$ cat src/rtl/crc_write_ctrl_pkg.sv
// Shared types and helpers for the write-CRC sequencer and its per-byte-lane generator.
// CRC-8 is polynomial x^8+x^2+x+1 with a zero seed, run over a 64-bit lane message from the MSB down.
package crc_ctrl_pkg;

    typedef enum logic [2:0] {IDLE, COLLECT, FLUSH, CALC, APPEND} crc_ctrl_state_t;

    localparam int BURST_BEATS = 8;
    localparam int LANE_BITS   = 8 * BURST_BEATS;

    function automatic logic [7:0] crc8_64(input logic [LANE_BITS-1:0] msg);
        logic [7:0] c;
        c = 8'h00;
        for (int i = LANE_BITS - 1; i >= 0; i--) begin
            if (c[7] ^ msg[i]) c = {c[6:0], 1'b0} ^ 8'h07;
            else               c = {c[6:0], 1'b0};
        end
        return c;
    endfunction

endpackage

$ cat src/rtl/crc_write_ctrl_crc.sv
// Per-byte-lane CRC-8 generator: the first 8 enables shift in one burst, and the 9th enable computes the code.
// Each lane builds a 64-bit message with beat 0 in the low byte; the code is registered and held until the next compute.
module crc
    import crc_ctrl_pkg::*;
#(
    parameter int N = 16
) (
    input  logic           i_clk,
    input  logic           i_reset,
    input  logic           i_crc_en,
    input  logic [2*N-1:0] i_crc_in_data,
    output logic [2*N-1:0] o_crc_code
);

    localparam int W     = 2 * N;
    localparam int LANES = W / 8;

    logic [3:0]                          cnt_q, cnt_d;
    logic [LANES-1:0][LANE_BITS-1:0]     msg_q, msg_d;
    logic [W-1:0]                        code_q, code_d;

    always_comb begin
        cnt_d  = cnt_q;
        msg_d  = msg_q;
        code_d = code_q;
        if (i_crc_en) begin
            if (cnt_q == 4'(BURST_BEATS)) begin
                for (int l = 0; l < LANES; l++) code_d[l*8 +: 8] = crc8_64(msg_q[l]);
                cnt_d = 4'd0;
            end else begin
                for (int l = 0; l < LANES; l++)
                    msg_d[l] = {i_crc_in_data[l*8 +: 8], msg_q[l][LANE_BITS-1:8]};
                cnt_d = cnt_q + 4'd1;
            end
        end
    end

    always_ff @(posedge i_clk) begin
        if (!i_reset) begin
            cnt_q  <= '0;
            msg_q  <= '0;
            code_q <= '0;
        end else begin
            cnt_q  <= cnt_d;
            msg_q  <= msg_d;
            code_q <= code_d;
        end
    end

    assign o_crc_code = code_q;

endmodule

$ cat src/rtl/crc_write_ctrl.sv
// Write-path sequencer: takes 8-beat bursts, feeds the CRC generator, and forwards beats to the DQ serializer.
// With CRC on, the burst is followed by a FLUSH and a CALC bubble, then the generator's code is muxed out as one extra beat.
module crc_write_ctrl
    import crc_ctrl_pkg::*;
#(
    parameter int N = 16
) (
    input  logic           i_clk,
    input  logic           i_reset,
    input  logic           i_crc_mode,
    input  logic           i_wr_valid,
    input  logic [2*N-1:0] i_wr_data,
    output logic           o_ready,
    output logic           o_crc_en,
    output logic [2*N-1:0] o_crc_in_data,
    output logic [2*N-1:0] o_crc_code,
    output logic           o_dq_valid,
    output logic [2*N-1:0] o_dq_data,
    output logic           o_dq_is_crc,
    output logic           o_burst_done
);

    localparam int W = 2 * N;

    crc_ctrl_state_t state_q, state_d;
    logic [2:0]      beat_cnt_q, beat_cnt_d;
    logic            mode_q, mode_d;
    logic            crc_en_q, crc_en_d;
    logic [W-1:0]    crc_in_q, crc_in_d;
    logic            dq_valid_q, dq_valid_d;
    logic [W-1:0]    dq_data_q, dq_data_d;
    logic            is_crc_q, is_crc_d;
    logic            done_q, done_d;
    logic            accept;
    logic            beat_mode;
    logic [W-1:0]    crc_code;

    assign o_ready   = (state_q == IDLE) || (state_q == COLLECT);
    assign accept    = i_wr_valid && o_ready;
    // The first beat of a burst uses the live mode input; later beats use the latched one.
    assign beat_mode = (state_q == IDLE) ? i_crc_mode : mode_q;

    always_comb begin
        state_d    = state_q;
        beat_cnt_d = beat_cnt_q;
        mode_d     = mode_q;
        crc_en_d   = accept && beat_mode;
        crc_in_d   = (accept && beat_mode) ? i_wr_data : '0;
        dq_valid_d = accept;
        dq_data_d  = accept ? i_wr_data : '0;
        is_crc_d   = 1'b0;
        done_d     = 1'b0;
        case (state_q)
            IDLE: begin
                if (accept) begin
                    mode_d     = i_crc_mode;
                    beat_cnt_d = 3'd1;
                    state_d    = COLLECT;
                end
            end
            COLLECT: begin
                if (accept) begin
                    beat_cnt_d = beat_cnt_q + 3'd1;
                    if (beat_cnt_q == 3'(BURST_BEATS - 1)) begin
                        if (mode_q) begin
                            state_d = FLUSH;
                        end else begin
                            state_d = IDLE;
                            done_d  = 1'b1;
                        end
                    end
                end
            end
            FLUSH: begin
                // Extra zero-data enable is the generator's compute strobe.
                crc_en_d = 1'b1;
                state_d  = CALC;
            end
            CALC: begin
                dq_valid_d = 1'b1;
                is_crc_d   = 1'b1;
                done_d     = 1'b1;
                state_d    = APPEND;
            end
            APPEND:  state_d = IDLE;
            default: state_d = IDLE;
        endcase
    end

    always_ff @(posedge i_clk) begin
        if (!i_reset) begin
            state_q    <= IDLE;
            beat_cnt_q <= '0;
            mode_q     <= 1'b0;
            crc_en_q   <= 1'b0;
            crc_in_q   <= '0;
            dq_valid_q <= 1'b0;
            dq_data_q  <= '0;
            is_crc_q   <= 1'b0;
            done_q     <= 1'b0;
        end else begin
            state_q    <= state_d;
            beat_cnt_q <= beat_cnt_d;
            mode_q     <= mode_d;
            crc_en_q   <= crc_en_d;
            crc_in_q   <= crc_in_d;
            dq_valid_q <= dq_valid_d;
            dq_data_q  <= dq_data_d;
            is_crc_q   <= is_crc_d;
            done_q     <= done_d;
        end
    end

    crc #(.N(N)) u_crc (
        .i_clk         (i_clk),
        .i_reset       (i_reset),
        .i_crc_en      (o_crc_en),
        .i_crc_in_data (o_crc_in_data),
        .o_crc_code    (crc_code)
    );

    assign o_crc_en      = crc_en_q;
    assign o_crc_in_data = crc_in_q;
    assign o_crc_code    = crc_code;
    assign o_dq_valid    = dq_valid_q;
    assign o_dq_data     = (state_q == APPEND) ? crc_code : dq_data_q;
    assign o_dq_is_crc   = is_crc_q;
    assign o_burst_done  = done_q;

endmodule

$ cat config.mk
export PLATFORM = sky130hd
export DESIGN_NAME = crc_write_ctrl
export DESIGN_NICKNAME = d
export VERILOG_FILES = /design/src/rtl/crc_write_ctrl_pkg.sv /design/src/rtl/crc_write_ctrl_crc.sv /design/src/rtl/crc_write_ctrl.sv
export SDC_FILE = /design/constraint.sdc
export NUM_CORES = 1
export LEC_CHECK = 0
export ABC_AREA = 1
export CORE_ASPECT_RATIO = 0.5
export CORE_MARGIN = 2
export CORE_UTILIZATION = 45
export DETAILED_ROUTE_END_ITERATION = 10
export PLACE_DENSITY = 0.64
export SLEW_MARGIN = 20
export SYNTH_ARGS = -nofsm -noshare
export SYNTH_HDL_FRONTEND = slang
export SYNTH_SLANG_ARGS = --single-unit
$ cat constraint.sdc
create_clock -name i_clk -period 4.3 [get_ports i_clk]
set_clock_uncertainty 0.2 [all_clocks]
set_input_delay 0.86 -clock i_clk [delete_from_list [all_inputs] [get_ports i_clk]]
set_output_delay 0.86 -clock i_clk [all_outputs]
set_load 0.03 [all_outputs]
* Word-level counts from Yosys, hierarchy flattened *
Index checks and enable logic that the tools add are counted.

word-level totals
  register bits = 367
  logic and storage cells = 1320
  output and inout bits = 101
  input bits = 36

cells by class
  bitwise gates (word level) = 505
  muxes and demuxes = 777
  add/sub/neg operators = 2
  reduce and logical (&&, ||, !) cells = 12
  eq/ne operators = 9

operators by type and width
  cell                                                                      number
  8-bit 2-to-1 mux                                                          504
  3-bit 2-to-1 mux                                                          260
  3-bit inverter                                                            252
  1-bit XOR                                                                 252
  32-bit 2-to-1 mux                                                         1
  3-bit one-hot mux with 4 select lines                                     1
  2-bit AND reduction                                                       5
  1-bit 2-to-1 mux                                                          7
  3-bit by 2-bit equality test with 1-bit output (second input constant)    2
  3-bit equality test (second input constant)                               2
  3-bit one-hot mux with 2 select lines                                     1
  3-bit AND reduction                                                       2
  4-bit by 1-bit adder with 4-bit output (second input constant)            1
  4-bit equality test (second input constant)                               1
  4-bit 2-to-1 mux                                                          1
  2-bit inequality test (second input constant)                             2
  3-bit by 1-bit adder with 3-bit output (second input constant)            1
  3-bit by 1-bit equality test with 1-bit output (second input constant)    1
  3-bit zero test                                                           1
  1-bit logical AND                                                         2
  2-bit 2-to-1 mux                                                          1
  2-bit by 1-bit inequality test with 1-bit output (second input constant)  1
  1-bit one-hot mux with 2 select lines                                     1
  2-bit nonzero test                                                        1
  other kinds (2)                                                           2

* Depth between registers and ports, before layout *
Gate-level depths: netlist (run 1).

  depth in word-level cells = 253
  gate-level depth with buffers = 48
  mapped depth without buffers = 47

* Modules after synthesis *
A second synthesis (run 1) with hierarchy kept.

unflattened totals
  cell total of the unflattened synthesis = 3875
  area total of the unflattened synthesis = 24144.4 µm²

by module, submodules not included
  module          sequential area each (µm²)  cells an instance  area each (µm²)  instances
  crc             5845.6                      3533               21290.4          1
  crc_write_ctrl  1501.4                      342                2854.0           1

* Least setup slack after synthesis (run 1) *
No wires, ideal clock.

  kind = flip-flop to flip-flop
  start point = reg u_crc.msg_q[127] (netlist bit)
  end point = reg u_crc.code_q[12] (netlist: u_crc.o_crc_code[12])
  stages on the path, launching flop included = 42
  clock period less this slack = 3.788 ns
  required time = 3.991 ns
  library setup time = 0.109 ns
  buffers on the path = 1
  path slack = 0.512 ns
  arrival = 3.479 ns
  path through = dfxtp_1 buf_6 clkinv_2 nand2_2 nand2_2 nand2_1 nand2_1 nand2_1 nand2_1 inv_2 nand2_1 nand2_1 nand2_2 nand2_2 or2_1 nand2_1 inv_2 nand2_2 [6 not listed] nand2_1 nand2_2 inv_2 nand2_1 nand3b_1 nand2_1 nand2_2 nand2_2 nand2_1 nand2_2 xor2_1 nand2_1 nand2_2 nand2_1 nand3_1 nand3_1 nand2_1 inv_1

between the ends
  longest elaborated chain between the ends = 169
  elaborated cells on any way between the ends = 277
  those cells by class = mux: 180; bitwise: 97

RTL lines
  what                                                          line                      source
  from (decl)                                                   crc_write_ctrl_crc.sv:19  logic [LANES-1:0][LANE_BITS-1:0] msg_q, msg_d;
  from (signal assigned)                                        crc_write_ctrl_crc.sv:45  msg_q <= msg_d;
  3-bit 2-to-1 mux (*)                                          crc_write_ctrl_pkg.sv:14  if (c[7] ^ msg[i]) c = {c[6:0], 1'b0} ^ 8'h07;
  8-bit 2-to-1 mux (*)                                          crc_write_ctrl_crc.sv:27  if (cnt_q == 4'(BURST_BEATS)) begin
  8-bit 2-to-1 mux (*)                                          crc_write_ctrl_crc.sv:26  if (i_crc_en) begin
  8-bit 2-to-1 mux (*)                                          crc_write_ctrl_crc.sv:27
  8-bit 2-to-1 mux (*)                                          crc_write_ctrl_crc.sv:26
  8-bit 2-to-1 mux (*)                                          crc_write_ctrl_crc.sv:27
  8-bit 2-to-1 mux (*)                                          crc_write_ctrl_crc.sv:26
  8-bit 2-to-1 mux (*)                                          crc_write_ctrl_crc.sv:27
  [153 not listed]                                              --
  8-bit 2-to-1 mux (*)                                          crc_write_ctrl_crc.sv:27
  8-bit 2-to-1 mux (*)                                          crc_write_ctrl_crc.sv:26
  3-bit inverter (no source line) or 1-bit XOR (tied branches)  --
  3-bit 2-to-1 mux (*)                                          crc_write_ctrl_pkg.sv:14
  8-bit 2-to-1 mux (*)                                          crc_write_ctrl_crc.sv:27
  8-bit 2-to-1 mux (*)                                          crc_write_ctrl_crc.sv:26
  8-bit 2-to-1 mux (*)                                          crc_write_ctrl_crc.sv:27
  8-bit 2-to-1 mux (*)                                          crc_write_ctrl_crc.sv:26
  to (signal assigned)                                          crc_write_ctrl_crc.sv:46  code_q <= code_d;
  to (decl)                                                     crc_write_ctrl_crc.sv:20  logic [W-1:0] code_q, code_d;

Mark *: on every way between the ends. The rest lies on a longest branch, timed or not. The select of a mux whose other input is x is not followed.
A chain may end at the register's enable or synchronous reset.

* Worst setup path in the final report (run 1) *
  start point = reg u_crc.msg_q[255] (netlist bit)
  end point = reg u_crc.code_q[30] (netlist: u_crc.o_crc_code[30])

between the ends
  longest elaborated chain between the ends = 165
  elaborated cells on any way between the ends = 271
  those cells by class = mux: 178; bitwise: 93

RTL lines
  what                  line
  3-bit 2-to-1 mux (*)  crc_write_ctrl_pkg.sv:14
  8-bit 2-to-1 mux (*)  crc_write_ctrl_crc.sv:27
  8-bit 2-to-1 mux (*)  crc_write_ctrl_crc.sv:26
  8-bit 2-to-1 mux (*)  crc_write_ctrl_crc.sv:27
  8-bit 2-to-1 mux (*)  crc_write_ctrl_crc.sv:26
  8-bit 2-to-1 mux (*)  crc_write_ctrl_crc.sv:27
  8-bit 2-to-1 mux (*)  crc_write_ctrl_crc.sv:26
  8-bit 2-to-1 mux (*)  crc_write_ctrl_crc.sv:27
  [149 not listed]      --
  8-bit 2-to-1 mux (*)  crc_write_ctrl_crc.sv:27
  8-bit 2-to-1 mux (*)  crc_write_ctrl_crc.sv:26
  8-bit 2-to-1 mux (*)  crc_write_ctrl_crc.sv:27
  8-bit 2-to-1 mux (*)  crc_write_ctrl_crc.sv:26
  8-bit 2-to-1 mux (*)  crc_write_ctrl_crc.sv:27
  8-bit 2-to-1 mux (*)  crc_write_ctrl_crc.sv:26
  8-bit 2-to-1 mux (*)  crc_write_ctrl_crc.sv:27
  8-bit 2-to-1 mux (*)  crc_write_ctrl_crc.sv:26

Marked as above.

==> flow_summary.json, run 1 <==
{
  "wirelength_um": 78200,
  "synth_cell_types": 41,
  "syn_inst": 3884,
  "clock-sinks": 367,
  "yosysSeqAreaShare_pct": 31.0,
  "wl_per_cell_um": 16.0,
  "maxCapViolations": 0,
  "rows": 59,
  "grt-ovfl-total": 0,
  "syn_nets": 3924,
  "fillers": 4185,
  "cts_buffers": 38,
  "timing.rr.start": "u_crc.msg_q[255]$_SDFFE_PN0P_",
  "insertion_delay_ns": 0.57,
  "io_pins": 137,
  "cts_tree": "built",
  "fin_nets": 4194,
  "final_cell_mix": "nand2_1, nand2_2, inv_1",
  "die-area_um2": 54600,
  "ant_nets": 0,
  "ys_warn_count": 0,
  "dp_slack_ns": -0.268,
  "place.port_buffers": 136,
  "drive_gt1_share_pct": 39.4,
  "path_class": "reg -> reg",
  "critPathArrivalTime_ns": 4.78,
  "slowest_delay_ns": 0.36,
  "grtUsageTotal_pct": 24.0,
  "htreeDepth": 2,
  "dr_wl_met2_um": 38100,
  "fin_util_pct": 67.6,
  "vias": 26076,
  "path_clk_slew_ns": 0.07,
  "outcome": "finished with violations",
  "period_needed_ns": 4.52,
  "cp_data_required_time_ns": 4.56,
  "setup_violations": 27,
  "drc": 0,
  "hold-path-endpoint": "u_crc.msg_q[192]$_SDFFE_PN0P_",
  "synth_seq_cells": 367,
  "dp_hpwl_um": 48700,
  "grt_pass1_vias": 22424,
  "grt_pass1_wl_um": 110000,
  "synth-edff-count": 0,
  "cts.path.max_buffers": 3,
  "chipWidth_um": 329,
  "synth_flop_cell": "dfxtp_1",
  "min-delay-start": "u_crc.msg_q[192]$_SDFFE_PN0P_",
  "wl_met1_um": 34300,
  "route.met3.wl_um": 3680,
  "synth_area_per_cell_um2": 6.10,
  "rr_endpoint": "u_crc.o_crc_code[30]$_SDFFE_PN0P_",
  "start_kind": "flip-flop",
  "start_util_pct": 45.6,
  "drtIter0Drc": 1789,
  "critPathCaptureType": "flip-flop",
  "hold_viol": 0,
  "drv_slew": 0,
  "worstPathMaxFanout": 5,
  "slew_headroom_pct": 42.2,
  "tns_ns": -2.31,
  "worst_pin_slew_ns": 0.867,
  "min_period_over_period_pct": 105,
  "fin_ws_ns": -0.218,
  "syn_to_final_growth_pct": 48.2,
  "dieHeight_um": 166,
  "gp_congestion": 0.878,
  "hp-class": "reg -> reg",
  "hold_ws_ns": 0.271,
  "grt_max_degree": 179,
  "rsz0062_at_grt": "yes",
  "clockRootBuffer": "clkbuf_16",
  "cp_slowest_cell": "dfxtp_4",
  "core_area_um2": 52000,
  "first_pass_iters": 6,
  "violations": "setup timing",
  "reg2reg_depth": 35,
  "final_common_cell": "nand2_1",
  "async_reset_ff_share_pct": 0,
  "holdPathStages": 2,
  "crit_path_frequent_cell": "nand2_1",
  "antenna_found_initial": 1,
  "fmax_mhz": 221,
  "r2r_slack_ns": -0.22,
  "netlist_area_um2": 23700,
  "top_layer": "met4",
  "crit_start": "u_crc.msg_q[255]$_SDFFE_PN0P_",
  "cts_hold_buf": 0,
  "via_per_inst": 5.34
}
-- kinds of logic (layout without fill, tap and decap cells) --
group,Yosys count,after routing,synth area share [%]
multiplexers,6,6,0.285
flip-flops,367,367,31.0
XOR/XNOR,128,128,5.43
other,0,1,0
adder cells (fa/ha/maj),4,4,0.211
AO/OA/AOI/OAI,553,553,11.7
buffers and inverters,571,870,9.27
AND/OR/NAND/NOR,2255,2255,42.1
-- cells in the mapped netlist, types with 4 or more instances --
cell type	count	area, um^2
nand2_1	1314	4930
nand3_1	504	2520
inv_1	401	1510
dfxtp_1	367	7350
o21ai_0	294	1470
a21oi_1	243	1220
nor2_1	171	642
nand2_2	163	1020
clkbuf_1	98	368
xor2_1	65	569
inv_2	55	206
nand3b_1	48	360
xnor2_1	44	385
nand3_2	26	260
o21ai_1	10	50.1
nand4_1	9	56.3
xnor2_2	8	130
xor2_2	8	130
mux2_2	6	67.6
nand2_4	6	67.6
buf_4	5	37.5
nor2_2	5	31.3
ha_1	4	50.1
-- layer usage --
metal	up-vias	GRT usage, %
met3	161	3.23
li1	12916	-
met1	12313	33.4
met5	-	0
met2	686	39.0
met4	0	5.82
-- worst max-delay path, delay by kind of cell, from the launching register on --
family / cells / cell delay, ns
and+or+nand+nor: 28 / 2.97
buffers and inverters: 5 / 0.57
DFF: 1 / 0.36
xor gates and xnor gates: 2 / 0.31
-- stage by stage --
step	instance area, um^2	instances
after floorplan	23700	3884
after global placement	26500	4724
after detailed placement	26500	4724
after CTS	28500	4800
after global routing	35100	4885
final	35100	4885
-- area by class of cell --
type / count / area, um^2 / area share [%]
multi-input cells: 2946 / 20600 / 58.5
flip-flops and latches: 367 / 7410 / 21.1
repair buffers: 341 / 3170 / 9.02
inverters: 460 / 1790 / 5.09
clock buffers: 53 / 1140 / 3.25
well taps: 701 / 877 / 2.50
clock inverters: 16 / 175 / 0.499
diodes: 1 / 2.50 / 0.00712
-- state kept, by name, indices dropped and copies added (netlist names) --
signal and count:
o_dq_valid 1, o_crc_en 1, u_crc.msg_q 256, o_burst_done 1, beat_cnt_q 3, dq_data_q 32
o_dq_is_crc 1, mode_q 1, u_crc.o_crc_code 32, o_crc_in_data 32, u_crc.cnt_q 4, state_q 3
-- repair_timing --
action,4_1_cts,5_1_grt
pin swaps,41,474
buffers inserted,7,86
resized for setup,150,1472
endpoints found under the setup margin,32,32
-- worst max-delay path by stage --
stage	endpoint	slack, ns	depth (start not counted)
finish	u_crc.o_crc_code[30]$_SDFFE_PN0P_	-0.22	35
global route	u_crc.o_crc_code[30]$_SDFFE_PN0P_	-0.47	35
CTS	u_crc.o_crc_code[22]$_SDFFE_PN0P_	-0.02	43
detailed placement	u_crc.o_crc_code[10]$_SDFFE_PN0P_	-0.27	40
global placement	u_crc.o_crc_code[10]$_SDFFE_PN0P_	-0.11	42
floorplan	u_crc.o_crc_code[12]$_SDFFE_PN0P_	0.51	41
Power of run 1 is left out: the tool's default activity adds up to more than one toggle a clock period on the data nets, which glitch-free logic cannot reach.
==> inputs of run 2 (changes only) <==
--- a/config.mk
+++ b/config.mk
@@ -15,3 +15,4 @@
 export SYNTH_ARGS = -nofsm -noshare
 export SYNTH_HDL_FRONTEND = slang
 export SYNTH_SLANG_ARGS = --single-unit
+export TNS_END_PERCENT = 100
==> results of run 2 <==
No change in the layout: final DEF, timing and power equal those of run 1.
Power of run 2 is left out for the same reason.
==> inputs of run 3 (changes only) <==
--- a/config.mk
+++ b/config.mk
@@ -11,6 +11,7 @@
 export CORE_UTILIZATION = 45
 export DETAILED_ROUTE_END_ITERATION = 10
 export PLACE_DENSITY = 0.64
+export SETUP_SLACK_MARGIN = 0.3
 export SLEW_MARGIN = 20
 export SYNTH_ARGS = -nofsm -noshare
 export SYNTH_HDL_FRONTEND = slang
==> run 3 against run 2 <==
Against the previous run: the flow still finishes with violations (setup timing); count of clock-buffer cells in the layout stayed put; via count is 1.3% lower; global-route usage is 1.1 points higher; setup slack better by 0.068 ns; die area stayed put; non-clock buffer count is 8 lower; first-iteration DRC count is 2.5% higher; sequential share of layout area is 0.88 points higher; flip-flop and latch count stayed put; critical endpoint unchanged.
==> flow_summary.json, run 3 (synthesis gave the netlist of run 1 again) <==
{
  "insertion_delay_ns": 0.56,
  "design_area_um2": 33700,
  "drive_gt1_share_pct": 35.8,
  "dp_hpwl_um": 48700,
  "drc": 0,
  "ant_nets": 0,
  "reg2reg_depth": 35,
  "final_cell_mix": "nand2_1, nand2_2, inv_1",
  "timing.rr.start": "u_crc.msg_q[255]$_SDFFE_PN0P_",
  "wl_per_cell_um": 15.4,
  "use_met3_pct": 3.20,
  "min_period_over_period_pct": 104,
  "antenna_found_initial": 1,
  "maxCapViolations": 0,
  "min-delay-start": "u_crc.msg_q[192]$_SDFFE_PN0P_",
  "hold_viol": 0,
  "grt-ovfl-total": 0,
  "drv_slew": 0,
  "regMostFlops": "u_crc.msg_q",
  "post_dp_cell_area_um2": 26500,
  "place.port_buffers": 136,
  "vias": 25745,
  "rows": 59,
  "path_clk_slew_ns": 0.06,
  "core_area_um2": 52000,
  "slowest_delay_ns": 0.37,
  "chipWidth_um": 329,
  "fillers": 4436,
  "hp-class": "reg -> reg",
  "start_util_pct": 45.6,
  "cts.path.max_buffers": 3,
  "cp_slowest_cell": "dfxtp_4",
  "busiest_layer": "met2",
  "path_delay_family": "simple AND/OR/NAND/NOR gates",
  "worst_pin_slew_ns": 0.867,
  "cts_buffers": 38,
  "via_per_inst": 5.28,
  "cp_data_required_time_ns": 4.56,
  "final_common_cell": "nand2_1",
  "dieHeight_um": 166,
  "dp_cells": 4724,
  "grt_max_degree": 179,
  "first_pass_iters": 5,
  "stdcell_count": 4877,
  "path_class": "reg -> reg",
  "holdPathStages": 2,
  "hold-path-endpoint": "u_crc.msg_q[192]$_SDFFE_PN0P_",
  "rr_endpoint": "u_crc.o_crc_code[30]$_SDFFE_PN0P_",
  "slew_headroom_pct": 42.2,
  "fin_ws_ns": -0.151,
  "fin_nets": 4186,
  "largest_reg_flops": 256,
  "critPathCaptureType": "flip-flop",
  "use_met2_pct": 42.2,
  "grtUsageTotal_pct": 25.1,
  "rsz0062_at_grt": "yes",
  "violations": "setup timing",
  "drtIter0Drc": 1834,
  "clockRootBuffer": "clkbuf_16",
  "crit_start": "u_crc.msg_q[255]$_SDFFE_PN0P_",
  "setup_violations": 18,
  "start_kind": "flip-flop",
  "worstPathBufferInverterCount": 5,
  "outcome": "finished with violations",
  "clock-sinks": 367,
  "wirelength_um": 75300,
  "io_pins": 137,
  "grt_pass1_vias": 23505,
  "gp_congestion": 0.878,
  "hold_ws_ns": 0.273,
  "cts_tree": "built",
  "worstPathMaxFanout": 6,
  "period_needed_ns": 4.45,
  "grt_pass1_wl_um": 115000,
  "dp_slack_ns": -0.268,
  "crit_path_frequent_cell": "nand2_1",
  "met1_usage_pct": 34.0,
  "regArea_um2": 7400,
  "htreeDepth": 2,
  "die-area_um2": 54600,
  "r2r_slack_ns": -0.15,
  "fmax_mhz": 225,
  "cts_hold_buf": 0,
  "syn_to_final_growth_pct": 42.2,
  "critPathArrivalTime_ns": 4.71,
  "multi_input_area_um2": 19300
}
-- run 3: cell count changes in the layout (fill, tap and decap cells not counted), moves of 5 or more --
| cell | before | now |
|---|---|---|
| xor2_1 | 21 | 26 |
| nand3_1 | 247 | 292 |
| nand2_4 | 302 | 219 |
| nand2_1 | 653 | 735 |
| nand3_4 | 100 | 74 |
| xnor2_2 | 21 | 13 |
| xnor2_1 | 15 | 26 |
| nand3_2 | 183 | 164 |
| xor2_4 | 24 | 16 |
| buf_6 | 30 | 19 |
| inv_4 | 19 | 12 |
| inv_2 | 92 | 98 |
-- run 3: worst max path at each step --
stage                                              to  slack, ns  cells after the start
floorplan           u_crc.o_crc_code[12]$_SDFFE_PN0P_       0.51                     41
global placement    u_crc.o_crc_code[10]$_SDFFE_PN0P_      -0.11                     42
detailed placement  u_crc.o_crc_code[10]$_SDFFE_PN0P_      -0.27                     40
CTS                 u_crc.o_crc_code[30]$_SDFFE_PN0P_       0.08                     39
global route        u_crc.o_crc_code[19]$_SDFFE_PN0P_      -0.46                     42
finish              u_crc.o_crc_code[30]$_SDFFE_PN0P_      -0.15                     35
-- run 3: metrics by stage --
stage	setup TNS (ns)	util, %
after floorplan	0	-
after global placement	-1.07	50.9
after detailed placement	-3.42	50.9
after CTS	0	58.4
after global routing	-10.62	64.8
final	-1.34	64.8
-- run 3: routing by layer --
layer	routed length (um)	vias to the layer above
met5	0	-
met4	1710	0
met3	3270	133
met2	36300	604
met1	34100	12123
li1	-	12885
-- run 3: timing repair --
item                                    in CTS  in global routing
pin swaps                                  181                294
endpoints found under the setup margin      32                 33
gates cloned                                 0                  0
gates resized for setup                    557                769
setup buffers                               43                 40
-- run 3: tightest hold or removal path: cells and delay by family (launching register included) --
family | cells | cell delay (ns)
flip-flops | 1 | 0.31
buffers and inverters | 1 | 0.06
AO/OA/AOI/OAI | 1 | 0.05
-- run 3: cell type report --
type	instances	area share [%]
inverters	460	5.23
flip-flops and latches	367	22.0
well taps	701	2.60
clock buffers	53	3.39
clock inverters	16	0.520
repair buffers	333	9.15
diodes	1	0.00743
multi-input cells	2946	57.1
Power of run 3 is left out for the same reason.
